--- config.mk ---
export PLATFORM = sky130hd
export DESIGN_NAME = instr_prefetch
export DESIGN_NICKNAME = d
export VERILOG_FILES = /design/src/rtl/instr_prefetch.sv
export SDC_FILE = /design/constraint.sdc
export NUM_CORES = 1
export LEC_CHECK = 0
export ABC_CLOCK_PERIOD_IN_PS = 2600
export CAP_MARGIN = 20
export CORE_MARGIN = 2
export CORE_UTILIZATION = 50
export CTS_CLUSTER_DIAMETER = 150
export CTS_CLUSTER_SIZE = 16
export DETAILED_ROUTE_END_ITERATION = 10
export DONT_BUFFER_PORTS = 1
export PLACE_DENSITY = 0.67
export SLEW_MARGIN = 20
export SYNTH_ARGS = -nofsm -noshare
export SYNTH_HDL_FRONTEND = slang
export SYNTH_SLANG_ARGS = --single-unit
--- constraint.sdc ---
create_clock -name clk -period 2.6 [get_ports clk]
set_input_delay 0.26 -clock clk [delete_from_list [all_inputs] [get_ports clk]]
set_output_delay 0.26 -clock clk [all_outputs]
set_load 0.1 [all_outputs]
--- src/rtl/instr_prefetch.sv ---
// Purpose : instruction prefetcher; walks a parallel ROM image from address 0 (start) or
//           jump_addr (flush) and buffers fetched words in a DEPTH-entry FIFO for a consumer.
// Latency : first instruction valid one cycle after the start/flush edge; one push per cycle.
// Backpr. : fetching pauses while the queue is full and out_ready is low; the head holds steady.
// Option  : define INSTR_PREFETCH_STOP_DETECT_EN to end fetching on a word whose opcode
//           equals STOP_OPCODE (that word is still queued).
// Ports   : clk, rst_n (async, active-low); rom_data (word k at [20k+19:20k]);
//           start (pulse, fetch from 0); flush + jump_addr (discard queue, refetch from jump_addr);
//           out_valid/out_ready/out_instr/out_pc (head of queue); fetch_pc (next fetch address);
//           done (fetching ended and queue drained).
// ROM_WORDS must be 1..15 so that fetch_pc can hold ROM_WORDS once the image is exhausted.
module instr_prefetch #(
  parameter int         ROM_WORDS   = 8,
  parameter int         DEPTH       = 4,
  parameter logic [3:0] STOP_OPCODE = 4'hF
) (
  input  logic                    clk,
  input  logic                    rst_n,
  input  logic [20*ROM_WORDS-1:0] rom_data,
  input  logic                    start,
  input  logic                    flush,
  input  logic [3:0]              jump_addr,
  output logic                    out_valid,
  input  logic                    out_ready,
  output logic [19:0]             out_instr,
  output logic [3:0]              out_pc,
  output logic [3:0]              fetch_pc,
  output logic                    done
);

  localparam int               PTR_W     = (DEPTH > 1) ? $clog2(DEPTH) : 1;
  localparam int               CNT_W     = $clog2(DEPTH + 1);
  localparam logic [4:0]       ROM_LIMIT = 5'(ROM_WORDS);
  localparam logic [3:0]       LAST_PC   = 4'(ROM_WORDS - 1);
  localparam logic [CNT_W-1:0] CNT_FULL  = CNT_W'(DEPTH);
  localparam logic [CNT_W-1:0] CNT_ONE   = CNT_W'(1);
  localparam logic [PTR_W-1:0] PTR_LAST  = PTR_W'(DEPTH - 1);

  typedef enum logic [1:0] {
    S_IDLE = 2'd0,
    S_RUN  = 2'd1,
    S_END  = 2'd2
  } state_t;

  state_t           r_state;
  state_t           w_next_state;
  logic [3:0]       r_fetch_pc;
  logic [PTR_W-1:0] r_rd_ptr;
  logic [PTR_W-1:0] r_wr_ptr;
  logic [CNT_W-1:0] r_count;
  logic [19:0]      r_mem_instr [DEPTH];
  logic [3:0]       r_mem_pc    [DEPTH];

  logic [19:0]      w_fetch_word;
  logic             w_full;
  logic             w_pop;
  logic             w_push;
  logic             w_last_word;
  logic             w_stop_hit;
  logic             w_jump_oob;

  function automatic logic [PTR_W-1:0] ptr_inc(input logic [PTR_W-1:0] p);
    return (p == PTR_LAST) ? '0 : p + PTR_W'(1);
  endfunction

  // ROM word at fetch_pc; addresses outside the image read as zero.
  always_comb begin
    w_fetch_word = '0;
    for (int k = 0; k < ROM_WORDS; k++) begin
      if (r_fetch_pc == 4'(k)) w_fetch_word = rom_data[20*k +: 20];
    end
  end

  assign w_full      = (r_count == CNT_FULL);
  assign w_pop       = out_valid & out_ready;
  assign w_last_word = (r_fetch_pc == LAST_PC);
  assign w_jump_oob  = ({1'b0, jump_addr} >= ROM_LIMIT);

`ifdef INSTR_PREFETCH_STOP_DETECT_EN
  assign w_stop_hit = (w_fetch_word[19:16] == STOP_OPCODE);
`else
  assign w_stop_hit = 1'b0;
`endif

  // ---------------- FSM: state register ----------------
  always_ff @(posedge clk or negedge rst_n) begin
    if (!rst_n) r_state <= S_IDLE;
    else        r_state <= w_next_state;
  end

  // ---------------- FSM: next state ----------------
  // Flush wins over everything, from any state. Start always targets address 0,
  // which is inside the image for any legal ROM_WORDS, so it always lands in RUN.
  always_comb begin
    w_next_state = r_state;
    if (flush) begin
      w_next_state = w_jump_oob ? S_END : S_RUN;
    end else begin
      case (r_state)
        S_IDLE:  if (start) w_next_state = S_RUN;
        S_RUN:   if (w_push && (w_last_word || w_stop_hit)) w_next_state = S_END;
        S_END:   w_next_state = S_END;
        default: w_next_state = S_IDLE;
      endcase
    end
  end

  // ---------------- FSM: outputs ----------------
  // A full queue may still accept a push in the same cycle its head is taken.
  always_comb begin
    w_push = 1'b0;
    done   = 1'b0;
    case (r_state)
      S_RUN:   w_push = !flush && (!w_full || w_pop);
      S_END:   done   = (r_count == '0);
      default: ;
    endcase
  end

  // ---------------- fetch address ----------------
  always_ff @(posedge clk or negedge rst_n) begin
    if (!rst_n)                          r_fetch_pc <= 4'd0;
    else if (flush)                      r_fetch_pc <= jump_addr;
    else if (r_state == S_IDLE && start) r_fetch_pc <= 4'd0;
    else if (w_push)                     r_fetch_pc <= r_fetch_pc + 4'd1;
  end

  // ---------------- queue control ----------------
  always_ff @(posedge clk or negedge rst_n) begin
    if (!rst_n) begin
      r_rd_ptr <= '0;
      r_wr_ptr <= '0;
      r_count  <= '0;
    end else if (flush) begin
      // The head shown this cycle is considered consumed if taken; everything is dropped.
      r_rd_ptr <= '0;
      r_wr_ptr <= '0;
      r_count  <= '0;
    end else begin
      if (w_push) r_wr_ptr <= ptr_inc(r_wr_ptr);
      if (w_pop)  r_rd_ptr <= ptr_inc(r_rd_ptr);
      case ({w_push, w_pop})
        2'b10:   r_count <= r_count + CNT_ONE;
        2'b01:   r_count <= r_count - CNT_ONE;
        default: r_count <= r_count;
      endcase
    end
  end

  // Storage needs no reset: the read side is masked while the queue is empty.
  always_ff @(posedge clk) begin
    if (w_push) begin
      r_mem_instr[r_wr_ptr] <= w_fetch_word;
      r_mem_pc[r_wr_ptr]    <= r_fetch_pc;
    end
  end

  assign out_valid = (r_count != '0);
  assign out_instr = out_valid ? r_mem_instr[r_rd_ptr] : 20'd0;
  assign out_pc    = out_valid ? r_mem_pc[r_rd_ptr]    : 4'd0;
  assign fetch_pc  = r_fetch_pc;

endmodule

* Word-level counts from Yosys, hierarchy flattened
Memories as Yosys holds them, arrays and structs flattened.
Index checks and enable logic that the tools add are counted.
** Storage, ports and cells
- Bits in registers :: 13
- Bits in writable memories :: 96
- Logic and storage cells :: 75
- Memories kept :: 2
** Memories
- r_mem_instr :: depth 4, width 20, rd ports 1, clocked after Yosys merged registers in 0, write ports 1, line 51 : logic [19:0] r_mem_instr [DEPTH];
- r_mem_pc :: depth 4, width 4, rd ports 1, clocked after Yosys merged registers in 0, write ports 1, line 52 : logic [3:0] r_mem_pc [DEPTH];
** Operators by class
- Add/subtract/negate cells :: 5
- $lt $le $gt $ge :: 1
- Eq/ne operators :: 16
- Muxes and demuxes :: 30
- Bitwise logic cells :: 1
- Reductions and logical operators :: 15
** Operator list (number)
- $mux W20 :: 9
- $mux W2 :: 10
- $eq A4 B3 Y1 const B :: 4
- $mux W4 :: 4
- $reduce_bool A3 Y1 :: 3
- $eq A2 B2 Y1 const B :: 4
- $eq A4 B2 Y1 const B :: 2
- $ne A3 B3 Y1 const B :: 2
- $pmux W2 S3 :: 1
- $pmux W3 S2 :: 1
- $add A2 B1 Y2 const B :: 2
- $add A4 B1 Y4 const B :: 1
- $eq A2 B1 Y1 const B :: 2
- $eq A4 B1 Y1 const B :: 1
- $ge A4 B4 Y1 const B :: 1
- $logic_not A4 Y1 :: 1
- $mux W1 :: 4
- $reduce_bool A2 Y1 :: 2
- $add A3 B1 Y3 const B :: 1
- $eq A3 B3 Y1 const B :: 1
- $logic_and A1 B1 Y1 :: 3
- $logic_not A3 Y1 :: 1
- $mux W3 :: 1
- $sub A3 B1 Y3 const B :: 1
- other kinds (5) :: 6

* Longest topological paths before layout
Gate-level depths: netlist (run 1).
- Word-level depth :: 9
- Mapped depth :: 9
- Gate-level depth less buffers :: 8

* Least setup slack after synthesis (run 1)
Ideal clock, no wire load.
- Kind :: reg2reg
- From :: register r_fetch_pc[0] (netlist: fetch_pc[0])
- To :: memory r_mem_instr[0][0], data pin
- Setup time :: 271 ps
- Arrival time :: 2601 ps
- Setup slack :: -272 ps
- Cell stages (with the launch flop) :: 10
- Period minus slack after synthesis :: 2872 ps
- Cells stage by stage :: dfrtp_1 > inv_1 > ha_1 > buf_2 > o31a_1 > buf_6 > buf_6 > a221oi_1 > nor3_1 > a2bb2oi_2
** On the way
- Cells in the longest elaborated chain, start to end :: 9
- Elaborated cells between the ends (all ways) :: 16
- Those cells by class :: eq/ne: 7; mux: 8; reduce/logical: 1
** RTL lines
- from (decl) :: line 47 : logic [3:0] r_fetch_pc;
- from (signal assigned) :: line 123 : else if (flush) r_fetch_pc <= jump_addr;
- from (signal assigned) :: line 125 : else if (w_push) r_fetch_pc <= r_fetch_pc + 4'd1;
- $logic_not A4 Y1 :: line 70 : if (r_fetch_pc == 4'(k)) w_fetch_word = rom_data[20*k +: 20];
- $mux W20 (7 in a row) :: line 70
- $mux W20 * :: line 70
- via w_fetch_word[0] :: line 54 : logic [19:0] w_fetch_word;
- to (decl) :: line 51
Mark *: on every way through the listed nets, which the timed path passes. The rest lies on a longest branch.

* Worst setup path in the final report (run 1)
- From :: register r_fetch_pc[0] (netlist: fetch_pc[0])
- To :: memory r_mem_instr[3][9], data pin
The elaborated chain is that of the path after synthesis.

==> PnR_summary.wiki, run 1 <==
{| class="wikitable"
! Metric !! Value
|-
| Post-synthesis cell count || 462
|-
| Top layer used by detailed routing || met4
|-
| Final Total Pwr || roughly 6.4 mW
|-
| Adder-Cell Fraction of Synth Area || under 10%
|-
| Length of the first detailed-routing pass in iterations || 5
|-
| Leakage || 2.36 nW
|-
| Share of synthesized area occupied by flip-flops and latches || 53.5%
|-
| Complex-gate fraction of the synthesized area || between 10% and 20%
|-
| Register area || 3210 um2
|-
| Initial antenna violation count || 0
|-
| Xor-xnor portion of the synthesized cell area || 0.292%
|-
| Maximum number of pins on one net before global-route repair || 46
|-
| Crit path launch type || register
|-
| Max-cap viol count || 0
|-
| Starting DRT DRC Count || 366
|-
| Minimum period implied by the final worst setup slack || 2410 ps
|-
| Clock latency of the later-clocked register in the worst-skew pair || 340 ps
|-
| RD Place Congestion || 0.827
|-
| Portion of netlist area occupied by mux cells || 9.51%
|-
| Total Routing Usage GR || 26.7%
|-
| Final hold vios || 0
|-
| Die height || 114 um
|-
| Ports || ~200
|-
| Total number of H-tree levels || 3
|-
| Endpoint required time on the critical path || 2770 ps
|-
| Number of storage elements in the synthesis netlist || 109
|-
| Diodes inserted || 0
|-
| Wire length on met2 || 8300 um
|-
| Core region area || about 12000 um2
|-
| Layout filler cell count || 952
|-
| Worst clock skew on the final layout || 8.59 ps
|-
| Highest-count cells in the layout ignoring fill and taps || sky130_fd_sc_hd__edfxtp_1 (96), sky130_fd_sc_hd__a221oi_1 (40), sky130_fd_sc_hd__nor3_1 (32), sky130_fd_sc_hd__nor2_1 (30), sky130_fd_sc_hd__buf_4 (30)
|-
| FMAX || 414 MHz
|-
| Worst slew margin relative to its limit || 44.9%
|-
| Area Overhead vs Synth || 17.4%
|-
| Total of endpoints with negative setup slack in the final report || 0
|-
| Ys Warns || 0
|-
| Ratio of final minimum period to clock period || 92.8%
|-
| Number of slew-limit violations in the final report || 0
|-
| Setup repair after global routing missed its margin || false
|-
| Nets in the synthesized netlist || 644
|-
| Clock-pin transition on the worst setup and hold timing paths || 70 ps
|-
| Start-to-end type of the worst setup path || register to register
|-
| Arrival time of the worst setup path || 2590 ps
|-
| Final #Nets || ~670
|-
| Classification of the worst-slack hold path || input port to register
|-
| Final wirelength || 17300 um
|-
| Power per cell area || 910 nW/um2
|-
| Number of vias in the routed layout || 4384
|-
| Maximum root-to-sink buffer count || 2
|-
| Die Width || about 110 um
|-
| Buffer cell driving the clock tree root || sky130_fd_sc_hd__clkbuf_16
|-
| Number of DRC violations after detailed routing || 0
|-
| Utilization of the core after routing || approximately three fifths
|-
| Main combinational cell family by area after synthesis || compound AO/OA/AOI/OAI gates
|-
| Min Hold Slack || 16.2 ps
|-
| Pre-CTS setup slack || 29.2 ps
|-
| Via count of the first global-routing pass || a little over 4k
|-
| Proportion of layout cells with a drive suffix above 1 || 30.6%
|-
| Crit Path Max Fanout || 45
|-
| Average via count per standard cell || between 6 and 7
|-
| Area of the multi-input gates || 2610 um2
|-
| Count of buffers from port buffering || 0
|-
| Setup slack of the critical path after layout || 187 ps
|-
| Run status || completed
|-
| Most area-hungry cell type in the Yosys netlist || sky130_fd_sc_hd__edfxtp_1
|-
| Congestion Overflow GR || 0
|-
| Number of CTS-inserted buffers || 9
|-
| Setup TNS || 0 ps
|-
| Sinks on Clock Net || 109
|-
| M1 wire length || 6620 um
|-
| Library cells used by synthesis || between 40 and 50
|-
| WL/cell || 26.9 um
|-
| Die outline area || 12900 um2
|-
| Number of placement rows || 40
|-
| Most common cell after layout, fill and taps aside || sky130_fd_sc_hd__edfxtp_1
|-
| Dominant cells by area after synthesis || sky130_fd_sc_hd__edfxtp_1 (48%), sky130_fd_sc_hd__mux4_2 (9.0%), sky130_fd_sc_hd__a221oi_1 (5.8%)
|-
| Met3 routed wirelength || 1690 um
|-
| Critical Path Sink Type || register
|-
| First-pass GRT wire length || 24900 um
|-
| HPWL Detailed || 12400 um
|-
| Slew at the pin closest to its max-slew limit || 825 ps
|-
| TritonCTS clock tree || built
|-
| Post-synthesis share of cell area spent on and, or, nand and nor gates || 13.8%
|-
| Worst vdd ir || 0.411 mV
|-
| Initial core utilization || approximately half
|-
| Fraction of synthesized cell area taken by the top area cell type || 48.1%
|-
| Antenna violation net count after detailed routing || 0
|-
| Number of setup buffers added after CTS || 0
|-
| Post-Synthesis Mean Instance Area || ~13 um2
|-
| Post-Synthesis Cell Area || between 5000 and 6000 um2
|}
-- synth_stat cells, drive strengths merged --
master and n:
nand2b 3, nor2b 44, nor4b 1, inv 12, o22a 1, a31o 2, nor3 43, mux4 24
a2111o 1, a211oi 1, o221a 1, or3 2, nor3b 1, o21ai 4, and2b 1, or2 1
ha 12, xnor2 1, o31a 1, nand2 11, nand4bb 1, xor2 1, a211o 1, and2 7
clkbuf 19, a2111oi 1, o31ai 3, a221oi 40, buf 19, a21oi 15, a31oi 1, mux2i 3
a22oi 1, o41ai 1, a22o 1, edfxtp 96, nand4 1, fa 1, a2bb2oi 19, nor2 31
dfrtp 13, o22ai 19, o21bai 1
-- kinds of logic (layout without fill, tap and decap cells) --
family,Yosys count,in the layout
AND/OR/NAND/NOR,147,147
AO/OA/AOI/OAI,114,114
flip-flops,109,109
buffers and inverters,50,84
multiplexers,27,27
adder cells (fa/ha/maj),13,13
XOR/XNOR,2,2
-- critical path, stage by stage (launching register included) --
cell and delay [ps]:
sky130_fd_sc_hd__dfrtp_2 440, sky130_fd_sc_hd__inv_1 140, sky130_fd_sc_hd__ha_1 240, sky130_fd_sc_hd__buf_6 320
sky130_fd_sc_hd__nand4bb_1 220, sky130_fd_sc_hd__buf_4 270, sky130_fd_sc_hd__nor2_1 100, sky130_fd_sc_hd__nor3_1 300
sky130_fd_sc_hd__a2bb2oi_2 220
-- cell type report --
cell class	instances	share of cell area, %
clock buffer	9	3.20
clock inverter	7	0.870
inverter	12	0.639
multi-input combinational	303	37.0
sequential	109	45.6
tap	147	2.61
timing repair buffer	56	10.1
-- routing by layer --
layer,vias to the layer above,track usage [%]
met4,0,11.5
met1,2184,35.2
li1,1893,-
met2,271,42.7
met3,36,6.32
met5,-,0
-- per-stage QoR --
step,area [um2],std cells
5_1_grt,7050,643
3_3_place_gp,6720,624
4_1_cts,7030,643
2_1_floorplan,6050,462
6_report,7050,643
3_5_place_dp,6730,625
-- power by group --
part	total, mW	internal (mW)	switching [mW]
clock	1.29	0.665	0.624
combinational	2.88	1.03	1.85
sequential	2.25	2.19	0.0550
total	6.41	3.89	2.52
-- worst paths after layout --
kind                                          from                           to  slack [ps]  cells after the start
setup / recovery           fetch_pc[0]$_DFFE_PN0P_  r_mem_instr[3][9]$_DFFE_PP_         190                      8
hold / removal                               flush       r_state[0]$_DFFE_PN0P_          20                      1
setup reg to reg           fetch_pc[0]$_DFFE_PN0P_  r_mem_instr[3][9]$_DFFE_PP_         190                      8
hold reg to reg            r_wr_ptr[1]$_DFFE_PN0P_      r_wr_ptr[1]$_DFFE_PN0P_         600                      2
max in group asynchronous                    rst_n      fetch_pc[3]$_DFFE_PN0P_        1750                      1
min in group asynchronous                    rst_n       r_state[1]$_DFFE_PN0P_         380                      1
-- registers in the layout, indices dropped and copies added, names as in the netlist --
name and cells:
r_mem_instr 80, r_state 2, r_mem_pc 16, r_rd_ptr 2
fetch_pc 4, r_count 3, r_wr_ptr 2
-- timing repair --
item                                    in CTS  in global routing
endpoints found under the setup margin       0                 68
hold buffers                                 2                  0
endpoints found under the hold margin       19                  0
gates resized for setup                      0                  4
(Power assumes the default switching activity.)
==> inputs of run 2 (changes only) <==
- CTS_CLUSTER_DIAMETER: 150 -> 60
- GPL_ROUTABILITY_DRIVEN: unset -> 1
==> results of run 2 <==
Final layout, timing and power as in run 1 (identical DEF).
==> inputs of run 3 (changes only) <==
- GPL_TIMING_DRIVEN: unset -> 0
- SLEW_MARGIN: 20 -> unset
==> PnR_summary.wiki, run 3 (synthesis gave the netlist of run 1 again) <==
{| class="wikitable"
! Metric !! Value
|-
| Run status || completed
|-
| Reg with most FFs || r_mem_instr
|-
| Setup slack of the critical path after layout || 11.7 ps (-176 ps)
|-
| Total number of H-tree levels || 3 (unchanged)
|-
| Worst R2R Start || fetch_pc[0]$_DFFE_PN0P_
|-
| Leakage || 2.32 nW (-1.6%)
|-
| Worst vdd ir || 0.529 mV (+29%)
|-
| Slowest CP cell || sky130_fd_sc_hd__dfrtp_1
|-
| Number of placement rows || 40 (unchanged)
|-
| Die outline area || 12900 um2 (unchanged)
|-
| Setup TNS || 0 ps (unchanged)
|-
| Final wirelength || 17600 um (+1.9%)
|-
| Final hold vios || 0 (unchanged)
|-
| Logic depth of the worst register-to-register path || 9 (+1)
|-
| Crit path launch type || register
|-
| Total Routing Usage GR || 26.9% (+0.18 points)
|-
| Number of DRC violations after detailed routing || 0 (unchanged)
|-
| Minimum period implied by the final worst setup slack || 2590 ps (+176 ps)
|-
| Initial antenna violation count || 0 (unchanged)
|-
| Maximum number of pins on one net before global-route repair || 22 (-52%)
|-
| Setup repair after global routing missed its margin || true
|-
| Final #Nets || 663 (-1.5%)
|-
| End of the worst register-to-register path || r_mem_instr[2][4]$_DFFE_PP_
|-
| Clock latency of the later-clocked register in the worst-skew pair || 350 ps (about the same)
|-
| WL/cell || 27.8 um (+3.5%)
|-
| Number of CTS-inserted buffers || 9 (unchanged)
|-
| Worst clock skew on the final layout || 9.19 ps (+0.601 ps)
|-
| Diodes inserted || 0 (unchanged)
|-
| Most common cell after layout, fill and taps aside || sky130_fd_sc_hd__edfxtp_1
|-
| Number of flip-flops under the largest register name || 80 (unchanged)
|-
| Capture endpoint of the worst hold path || r_state[0]$_DFFE_PN0P_
|-
| Sinks on Clock Net || 109 (unchanged)
|-
| Arrival time of the worst setup path || 2330 ps (-260 ps)
|-
| Final Total Pwr || 6.49 mW (+1.2%)
|-
| Average via count per standard cell || 6.92 (+1.4%)
|-
| Max-cap viol count || 0 (unchanged)
|-
| Area Overhead vs Synth || 16.2%
|-
| TritonCTS clock tree || built
|-
| Starting DRT DRC Count || 361 (-1.4%)
|-
| Proportion of layout cells with a drive suffix above 1 || 32.3% (+1.7 points)
|-
| Launch point of the worst hold path || jump_addr[3]
|-
| Antenna violation net count after detailed routing || 0 (unchanged)
|-
| Pre-CTS setup slack || -558 ps (-587 ps)
|-
| Initial core utilization || 50.6% (unchanged)
|-
| Count of buffers from port buffering || 0 (unchanged)
|-
| Core region area || 11900 um2 (unchanged)
|-
| Post-route cell area || 6970 um2 (-1.0%)
|-
| Buffer cell driving the clock tree root || sky130_fd_sc_hd__clkbuf_16
|-
| Via count of the first global-routing pass || 4195 (+0.96%)
|-
| Post-Place Cell Area || 6360 um2 (-5.4%)
|-
| Slew at the pin closest to its max-slew limit || 1120 ps (+298 ps)
|-
| Power per cell area || 931 nW/um2 (+2.3%)
|-
| Crit-path leading delay family || buffers and inverters
|-
| Number of vias in the routed layout || 4378 (-0.14%)
|-
| Ports || 199 (unchanged)
|-
| Critical Path Sink Type || output port
|-
| Delay contributed by the slowest stage of the critical path || 500 ps (+60 ps)
|-
| Number of slew-limit violations in the final report || 0 (unchanged)
|-
| RD Place Congestion || 0.789 (-4.6%)
|-
| Cell Chain, Critical Path || nor3_2, buf_4, clkbuf_8, clkinvlp_4
|-
| Register-to-register setup slack || 70 ps (-120 ps)
|-
| Number of buffers and inverters on the critical path || 3 (unchanged)
|-
| FMAX || 386 MHz (-6.8%)
|-
| Start-to-end type of the worst setup path || register to output port
|-
| Worst slew margin relative to its limit || 24.8% (-20 points)
|-
| Die Width || 114 um (unchanged)
|-
| Ratio of final minimum period to clock period || 99.6% (+6.8 points)
|-
| Highest-count cells in the layout ignoring fill and taps || sky130_fd_sc_hd__edfxtp_1 (96), sky130_fd_sc_hd__a221oi_1 (32), sky130_fd_sc_hd__nor2_1 (30), sky130_fd_sc_hd__nor3_1 (27), sky130_fd_sc_hd__mux4_2 (24)
|-
| First-pass GRT wire length || 25000 um (+0.72%)
|-
| Clock-pin transition on the worst setup and hold timing paths || 70 ps (about the same)
|-
| Worst hold path cell count || 1 (unchanged)
|-
| Classification of the worst-slack hold path || input port to register
|-
| Crit Path Max Fanout || 10 (-78%)
|-
| Endpoint required time on the critical path || 2340 ps (-430 ps)
|-
| Congestion Overflow GR || 0 (unchanged)
|-
| HPWL Detailed || 12800 um (+3.6%)
|-
| Maximum root-to-sink buffer count || 2 (unchanged)
|-
| Total of endpoints with negative setup slack in the final report || 0 (unchanged)
|-
| Die height || 114 um (unchanged)
|-
| Length of the first detailed-routing pass in iterations || 5 (unchanged)
|}
[run 3: metal layers]
metal	track usage, %	up-vias	part of all wire [%]
met3	4.73	28	7.4
met4	8.46	0	1.8
met5	0	-	0
li1	-	1872	-
met1	37.3	2224	41
met2	43.7	254	50
[run 3: final cells by class]
class                   count  area (um2)
plain buffers              38         250
clock buffers               9         225
clock inverters             7        75.1
fillers                   936        4890
inverters                  12        51.3
multi-input cells         303        2830
flip-flops and latches    109        3220
well taps                 147         184
repair buffers              8         135
[run 3: metrics by stage]
step           hold WS [ps]  instances  util, %
6_report               23.0        633     58.8
3_3_place_gp          -35.2        609     52.5
4_1_cts                21.3        633     57.4
5_1_grt                22.1        633     58.8
3_5_place_dp          -35.2        614     53.6
2_1_floorplan         -35.6        462        -
[run 3: worst max path at each step]
| stage | startpoint | endpoint | slack (ps) | depth (start not counted) |
|---|---|---|---|---|
| floorplan | r_rd_ptr[1]$_DFFE_PN0P_ | out_instr[14] | 80 | 4 |
| global placement | r_count[1]$_DFFE_PN0P_ | done | -670 | 3 |
| detailed placement | fetch_pc[1]$_DFFE_PN0P_ | r_mem_instr[2][19]$_DFFE_PP_ | -560 | 7 |
| CTS | r_rd_ptr[0]$_DFFE_PN0P_ | out_instr[18] | -70 | 4 |
| global route | r_count[1]$_DFFE_PN0P_ | out_valid | -40 | 4 |
| finish | r_count[1]$_DFFE_PN0P_ | out_valid | 10 | 4 |
[run 3: power by group]
| part | total [mW] | leakage [nW] | switching, mW | internal (mW) |
|---|---|---|---|---|
| clock | 1.35 | 0.145 | 0.670 | 0.684 |
| sequential | 2.35 | 1.04 | 0.156 | 2.19 |
| combinational | 2.79 | 1.14 | 1.87 | 0.915 |
[run 3: timing repair]
| item | in CTS | in global routing |
|---|---|---|
| endpoints found under the setup margin | 101 | 105 |
| buffers inserted | 2 | 0 |
| resized for setup | 39 | 41 |
| hold buffers | 1 | 0 |
| hold endpoints to repair | 13 | 0 |
